**src/rtl/sff_test_pkg.sv**
```systemverilog
`default_nettype none
// +----------------------------------------------------------------------+
// | sff_test_pkg : shared types/constants for the set-flop stim/checker  |
// | Rev 1.0                                                              |
// +----------------------------------------------------------------------+
package sff_test_pkg;

   typedef enum logic [1:0] {
      IDLE  = 2'd0,
      RUN   = 2'd1,
      DRAIN = 2'd2,
      DONE  = 2'd3
   } state_t;

   localparam logic [15:0] LFSR_TAPS    = 16'hB400;
   localparam logic [15:0] DEFAULT_SEED = 16'hACE1;
   localparam logic [15:0] ERR_SAT      = 16'hFFFF;
   localparam logic [15:0] NO_ERR_IDX   = 16'hFFFF;

   function automatic logic [15:0] lfsr_next(input logic [15:0] s);
      return (s >> 1) ^ (s[0] ? LFSR_TAPS : 16'h0000);
   endfunction

endpackage
`default_nettype wire

```
**src/rtl/sff_stim_chk_lfsr16.sv**
```systemverilog
`default_nettype none
// +----------------------------------------------------------------------+
// | lfsr16 : 16-bit Galois LFSR; load+step together yields next(seed)    |
// | Rev 1.0                                                              |
// +----------------------------------------------------------------------+
module lfsr16
   import sff_test_pkg::*;
(
   input  logic        clk,
   input  logic        rst,
   input  logic        load,
   input  logic [15:0] seed,
   input  logic        step,
   output logic [15:0] state
);

   always_ff @(posedge clk) begin
      if (!rst) begin
         state <= seed;
      end else if (load) begin
         state <= step ? lfsr_next(seed) : seed;
      end else if (step) begin
         state <= lfsr_next(state);
      end
   end

endmodule
`default_nettype wire

```
**config.mk**
```make
export PLATFORM = sky130hd
export DESIGN_NAME = lfsr16
export DESIGN_NICKNAME = d
export VERILOG_FILES = /design/src/rtl/sff_test_pkg.sv /design/src/rtl/sff_stim_chk_lfsr16.sv
export SDC_FILE = /design/constraint.sdc
export NUM_CORES = 1
export LEC_CHECK = 0
export CORE_MARGIN = 2
export CORE_UTILIZATION = 49
export CTS_CLUSTER_SIZE = 8
export DETAILED_ROUTE_END_ITERATION = 8
export GPL_ROUTABILITY_DRIVEN = 0
export GPL_TIMING_DRIVEN = 0
export PLACE_DENSITY_LB_ADDON = 0.08
export SETUP_SLACK_MARGIN = 0.15
export SLEW_MARGIN = 10
export SYNTH_ARGS = -nofsm -noshare
export SYNTH_HDL_FRONTEND = slang
export SYNTH_SLANG_ARGS = --single-unit
```
**constraint.sdc**
```tcl
create_clock -name clk -period 3.7 [get_ports clk]
set_input_delay 0.555 -clock clk [delete_from_list [all_inputs] [get_ports clk]]
set_output_delay 0.555 -clock clk [all_outputs]
set_load 0.01 [all_outputs]
```
; ---- Yosys cells after proc, flatten, opt, wreduce, memory -nomap -nowiden
; Cells that the tools add are included.
[totals]
input_bits = 20
reg_bits = 16
elab_cells = 10
out_inout_bits = 16
[classes]
bitwise = 2
n_eq_ne = 1
mux = 6
[op_table]
columns = operator, n
row1 = $mux 16, 6
row2 = $xor 15x16->16, 2
row3 = $ne 3x1->1 const B, 1

; ---- Depth between registers and ports, before layout
; Gate-level depths: netlist of run 1.
[logic_depth]
depth_word = 5
depth_mapped = 5
mapped_depth_nobuf = 3

; ---- Worst setup path after synthesis of run 1
; Ideal clock, no wire load.
[synth_path]
path_type = input port to flip-flop
from = input load
to = register state[0] (enable)
path_buffers = 1
required_time_ns = 3.327
path_slack_ns = 2.092
setup_time_ns = 0.373
cell_stages = 3
arrival_time_ns = 1.235
cell_sequence = buf_4 > nand2b_4 > or2_1
[synth_via]
elab_chain_cells = 1
[synth_rtl]
columns = element, line
row1 = start: declaration, sff_stim_chk_lfsr16.sv:11  ; input logic load,
row2 = $ne 3x1->1 (no source line), n/a
row3 = end signal: assignment, sff_stim_chk_lfsr16.sv:21  ; state <= step ? lfsr_next(seed) : seed;
row4 = end signal: assignment, sff_stim_chk_lfsr16.sv:23  ; state <= lfsr_next(state);
row5 = end: declaration, sff_stim_chk_lfsr16.sv:14  ; output logic [15:0] state
; No other way between the ends.
; A chain may end at the register's enable or synchronous reset.

; ---- Worst setup path in the final report of run 1
[layout_path]
from = input step
to = register state[12] (enable)
[layout_via]
elab_chain_cells = 1
[layout_rtl]
columns = element, line
row1 = start: declaration, sff_stim_chk_lfsr16.sv:13  ; input logic step,
row2 = $ne 3x1->1 (no source line), n/a
; No other way between the ends.

==> results of run 1 <==
-- final cells by class --
cell class                 count  area, um^2
inverter                       1        3.75
sequential                    16         480
multi-input combinational     66         547
buffer                         9        72.6
clock buffer                   3        22.5
tap                           28        35.0
fill                         186         688
timing repair buffer          32         320
-- worst reg2reg max path: cells and delay by family, from the launching register on --
family	cells	cell delay, ns
AND/OR/NAND/NOR	1	0.25
XOR/XNOR	1	0.21
flip-flops	1	0.49
AO/OA/AOI/OAI	1	0.09
-- power breakdown --
group | internal [mW] | total, mW | switching [mW] | leakage [nW]
clock | 0.0378 | 0.0933 | 0.0555 | 0.0138
sequential | 0.226 | 0.240 | 0.0144 | 0.164
combinational | 0.0913 | 0.159 | 0.0676 | 0.327
total | 0.355 | 0.492 | 0.138 | 0.504
-- routing by layer --
layer | track usage [%] | routed length [um] | vias up
li1 | - | - | 428
met4 | 12.7 | 42 | 0
met1 | 28.6 | 1110 | 428
met5 | 0 | 0 | -
met3 | 4.68 | 131 | 6
met2 | 34.2 | 1230 | 30
-- cell families (layout without fill, tap and decap cells) --
family                    count (synthesis)  in the layout  synth area share (%)
and+or+nand+nor                          18             18                  11.7
buffers and inverters                    10             45                  6.91
AOI/OAI and AO/OA                        42             42                  33.1
DFF                                      16             16                  43.5
xor gates and xnor gates                  6              6                  4.76
-- cell usage in the layout (no fill, tap or decap) --
cell | Yosys | routed
nand3b_1 | 10 | 10
inv_1 | 1 | 1
nand2_1 | 1 | 1
buf_8 | 1 | 1
a21boi_0 | 1 | 1
clkdlybuf4s50_1 | 0 | 32
edfxtp_1 | 16 | 16
nand2b_4 | 1 | 1
nor2_1 | 1 | 1
or2_1 | 2 | 2
a2bb2oi_2 | 3 | 3
buf_6 | 2 | 2
clkbuf_4 | 0 | 3
a21oi_1 | 1 | 1
buf_2 | 4 | 4
a21oi_2 | 10 | 10
o22ai_2 | 10 | 10
buf_4 | 2 | 2
xor2_1 | 2 | 2
o22a_1 | 1 | 1
nand2b_1 | 1 | 1
nand3_1 | 1 | 1
o21ai_0 | 10 | 10
xnor2_1 | 4 | 4
o22ai_1 | 5 | 5
and2_4 | 1 | 1
o21ai_1 | 1 | 1
-- path summary, 6_finish.rpt --
path | cells past startpoint | slack, ns | endpoint
max | 3 | 1.65 | state[12]
max reg2reg | 3 | 2.41 | state[10]
min reg2reg | 2 | 0.65 | state[4]
min | 2 | 0.65 | state[4]
==> results.toml, run 1 <==
[floorplanning]
fp.coreArea_um2 = 2170
io-pin-count = 36
die_h_um = 51.5
start_util_pct = 50.9
dieArea_um2 = 2650
chipWidth_um = 51.5
rows = 17

[sta]
finalCritPeriodShare_pct = 55.4
rsz0062_at_grt = "no"
max_slew_margin_pct = 51.2
finalMaxSlewViolations = 0
whs_ns = 0.654
layout_setup_ws_ns = 1.65
finClkSkew_ns = 0.00206
worst_pin_slew_ns = 0.732
min_period_ns = 2.05
setup_viol = 0
final.setup.tns_ns = 0
finalHoldViolCount = 0
fmax_mhz = 488

[clock_tree]
cts_resized = 0
cts_buffer_depth = 2
path_clk_slew_ns = 0.09
cts-buffers-inserted = 3
cts_sinks = 16
post-cts-setup-buffers = 0
cts_htree_levels = 1
cts-root-buf = "clkbuf_4"
clkLatencyLatePin_ns = 0.28
hold_buffers = 0
cts_tree = "yes"

[global_route]
antenna_found_initial = 0
first_global_vias = 939
grt.total_usage_pct = 22.2
overflow = 0
grt_max_degree = 17
grt_pass1_wl_um = 4310

[layout]
final_core_util_pct = 68.3
largest_reg_flops = 16
regMostFlops = "state"
final_area_um2 = 1480
syn_to_final_growth_pct = 34.2
drive_gt1_share_pct = 29.1
antennaDiodeCount = 0
stdcell_count = 155
top_regs = "state: 16 flops"
nets = 149

[synth]
syn-num-nets = 112
synth_cells = 92
async_reset_ff_share_pct = 0
synth.most_common_cell = "edfxtp_1"
yosysWarnings = 0
synth_top_area_share_pct = 43.5
synth_ff_type = "edfxtp_1"
synthTopCellsByArea = "edfxtp_1 (44%), o22ai_2 (11%), a21oi_2 (7.9%)"
ys_ff_latch = 16
syn-cell-area_um2 = 1100
ys_types = 25
yosys-top-cells-count = "edfxtp_1 (16), a21oi_2 (10), nand3b_1 (10), o21ai_0 (10), o22ai_2 (10)"
avgSynthCellArea_um2 = 12.0
synth_top_area_cell = "edfxtp_1"
synth-edff-count = 16
yosysSeqAreaShare_pct = 43.5

[worst_setup_path]
critPathMaxFanout = 16
crit_chain = "clkdlybuf4s50_1 -> buf_2 -> or2_1"
start_kind = "primary input"
r2r_start = "state[0]"
endpoint_kind = "flop"
cp-startpoint = "step"
path_buf_inv = 2
cpMaxStageDelayCell = "or2_1"
critical_path_required_ns = 3.63
crit_arrival_ns = 1.98
max_stage_delay_ns = 0.61
cp_top_family = "buffers and inverters"
path_class = "primary input to flop"

[outcome]
status = "completed"

[job]
cap_viol_max_count = 0

[route]
routed_wl_um = 2510
ant_nets = 0
avgRoutedWirePerCell_um = 16.2
vias_per_cell = 5.75
vias = 892
drtPass1Iterations = 4
drc = 0
first_iter_violations = 17

[place]
dp_cells = 152
placed_area_um2 = 1460
port_buffers = 32
hpwl_um = 1780
place_ws_ns = 1.33

[power_and_ir_drop]
powerDensity_nw_per_um2 = 332
power_uw = 492
irDropWorstVdd_v = 0.000273
power_leakage_nw = 0.504

[hold_path]
min_from = "state[5]"
min_path_type = "flop to flop"
(Power assumes the default switching activity.)
==> inputs of run 2 (changes only) <==
--- a/config.mk
+++ b/config.mk
@@ -6,7 +6,7 @@
 export NUM_CORES = 1
 export LEC_CHECK = 0
 export CORE_MARGIN = 2
-export CORE_UTILIZATION = 49
+export CORE_UTILIZATION = 45
 export CTS_CLUSTER_SIZE = 8
 export DETAILED_ROUTE_END_ITERATION = 8
 export GPL_ROUTABILITY_DRIVEN = 0
==> constraint.sdc (replaced) <==
create_clock -name clk -period 2 [get_ports clk]
set_input_delay 0.3 -clock clk [delete_from_list [all_inputs] [get_ports clk]]
set_output_delay 0.3 -clock clk [all_outputs]
set_load 0.01 [all_outputs]
==> results.toml, run 2 (synthesis results as in run 1) <==
[outcome]
status = "completed"

[floorplanning]
chipWidth_um = 53.5
fp.coreArea_um2 = 2280
rows = 17
die_h_um = 53.5
start_util_pct = 48.5
dieArea_um2 = 2860
io-pin-count = 36

[route]
drc = 0
first_iter_violations = 12
drtPass1Iterations = 4
avgRoutedWirePerCell_um = 15.4
vias = 882
vias_per_cell = 5.69
ant_nets = 0
routed_wl_um = 2390

[worst_setup_path]
start_kind = "flop"
critPathMaxFanout = 5
critical_path_required_ns = 1.70
crit_arrival_ns = 1.36
max_stage_delay_ns = 0.58
endpoint_kind = "primary output"
path_class = "flop to primary output"
crit_chain = "clkdlybuf4s50_1"
cpMaxStageDelayCell = "clkdlybuf4s50_1"
cp_top_family = "buffers and inverters"
path_buf_inv = 1

[layout]
antennaDiodeCount = 0
regMostFlops = "state"
drive_gt1_share_pct = 29.9
syn_to_final_growth_pct = 34.2
top_regs = "state: 16 flops"
final_common_cell = "clkdlybuf4s50_1"
fill_cells = 188
largest_reg_flops = 16
final_cell_mix = "clkdlybuf4s50_1 (32), edfxtp_1 (16)"
nets = 149

[clock_tree]
path_clk_slew_ns = 0.10
cts-buffers-inserted = 3
cts_buffer_depth = 2
cts-root-buf = "clkbuf_4"
hold_buffers = 0
cts_htree_levels = 1
cts_tree = "yes"
clkLatencyLatePin_ns = 0.28
cts_sinks = 16

[sta]
finClkSkew_ns = 0.00460
final.setup.tns_ns = 0
rsz0062_at_grt = "no"
worst_pin_slew_ns = 0.391
setup_viol = 0
min_period_ns = 1.66
finalCritPeriodShare_pct = 82.9
finalMaxSlewViolations = 0
max_slew_margin_pct = 74.0
finalHoldViolCount = 0
fmax_mhz = 603

[global_route]
antenna_found_initial = 0
first_global_vias = 864
overflow = 0
grt_max_degree = 17
grt.total_usage_pct = 18.7
grt_pass1_wl_um = 3840

[place]
hpwl_um = 1660
port_buffers = 32

[power_and_ir_drop]
powerDensity_nw_per_um2 = 614
power_leakage_nw = 0.505
irDropWorstVdd_v = 0.000428
power_uw = 910

[job]
cap_viol_max_count = 0

[hold_path]
min_path_type = "primary input to flop"
## run 2: cell count changes in the layout (fill, tap and decap cells not counted)
| cell | delta |
|---|---|
| or2_2 | +1 |
| or2_1 | -1 |
## run 2: cell type report
| cell class | instances | area, um^2 | share of cell area (%) |
|---|---|---|---|
| Multi-Input combinational cell | 66 | 547 | 36.9 |
| Inverter | 1 | 3.75 | 0.253 |
| Clock buffer | 3 | 22.5 | 1.52 |
| Timing Repair Buffer | 32 | 320 | 21.6 |
| Tap cell | 28 | 35.0 | 2.36 |
| Buffer | 9 | 72.6 | 4.90 |
| Sequential cell | 16 | 480 | 32.4 |
## run 2: stage by stage
step	worst slack (ns)	area, um^2	hold WS (ns)	cells	utilization [%]
6_report	0.341	1480	0.422	155	65.1
3_5_place_dp	-0.0596	1460	0.629	152	64.1
2_1_floorplan	0.647	1100	0.497	92	-
5_1_grt	0.287	1480	0.420	155	65.1
4_1_cts	0.229	1480	0.419	155	65.1
3_3_place_gp	-0.0779	1460	0.627	152	64.1
## run 2: path summary, 6_finish.rpt
path	startpoint	endpoint	slack, ns	cells after the start
min reg2reg	state[10]	state[9]	0.66	2
max reg2reg	state[0]	state[10]	0.70	3
max	state[0]	state[0]	0.34	1
min	seed[0]	state[0]	0.42	2
## run 2: metal layers
layer  track usage (%)  share of wire [%]
met5                 0                  0
met4              6.41               0.59
met3              2.54                3.4
met2              30.5                 46
met1              25.3                 50
## run 2: what timing repair did
action,in CTS,in global routing
setup buffers,0,0
setup endpoints to repair,0,7
resized for setup,0,1
## run 2: power breakdown
| group | internal, mW | leakage [nW] | switching [mW] | total (mW) |
|---|---|---|---|---|
| combinational | 0.169 | 0.327 | 0.122 | 0.291 |
| sequential | 0.417 | 0.164 | 0.0284 | 0.446 |
| clock | 0.0699 | 0.0138 | 0.103 | 0.173 |
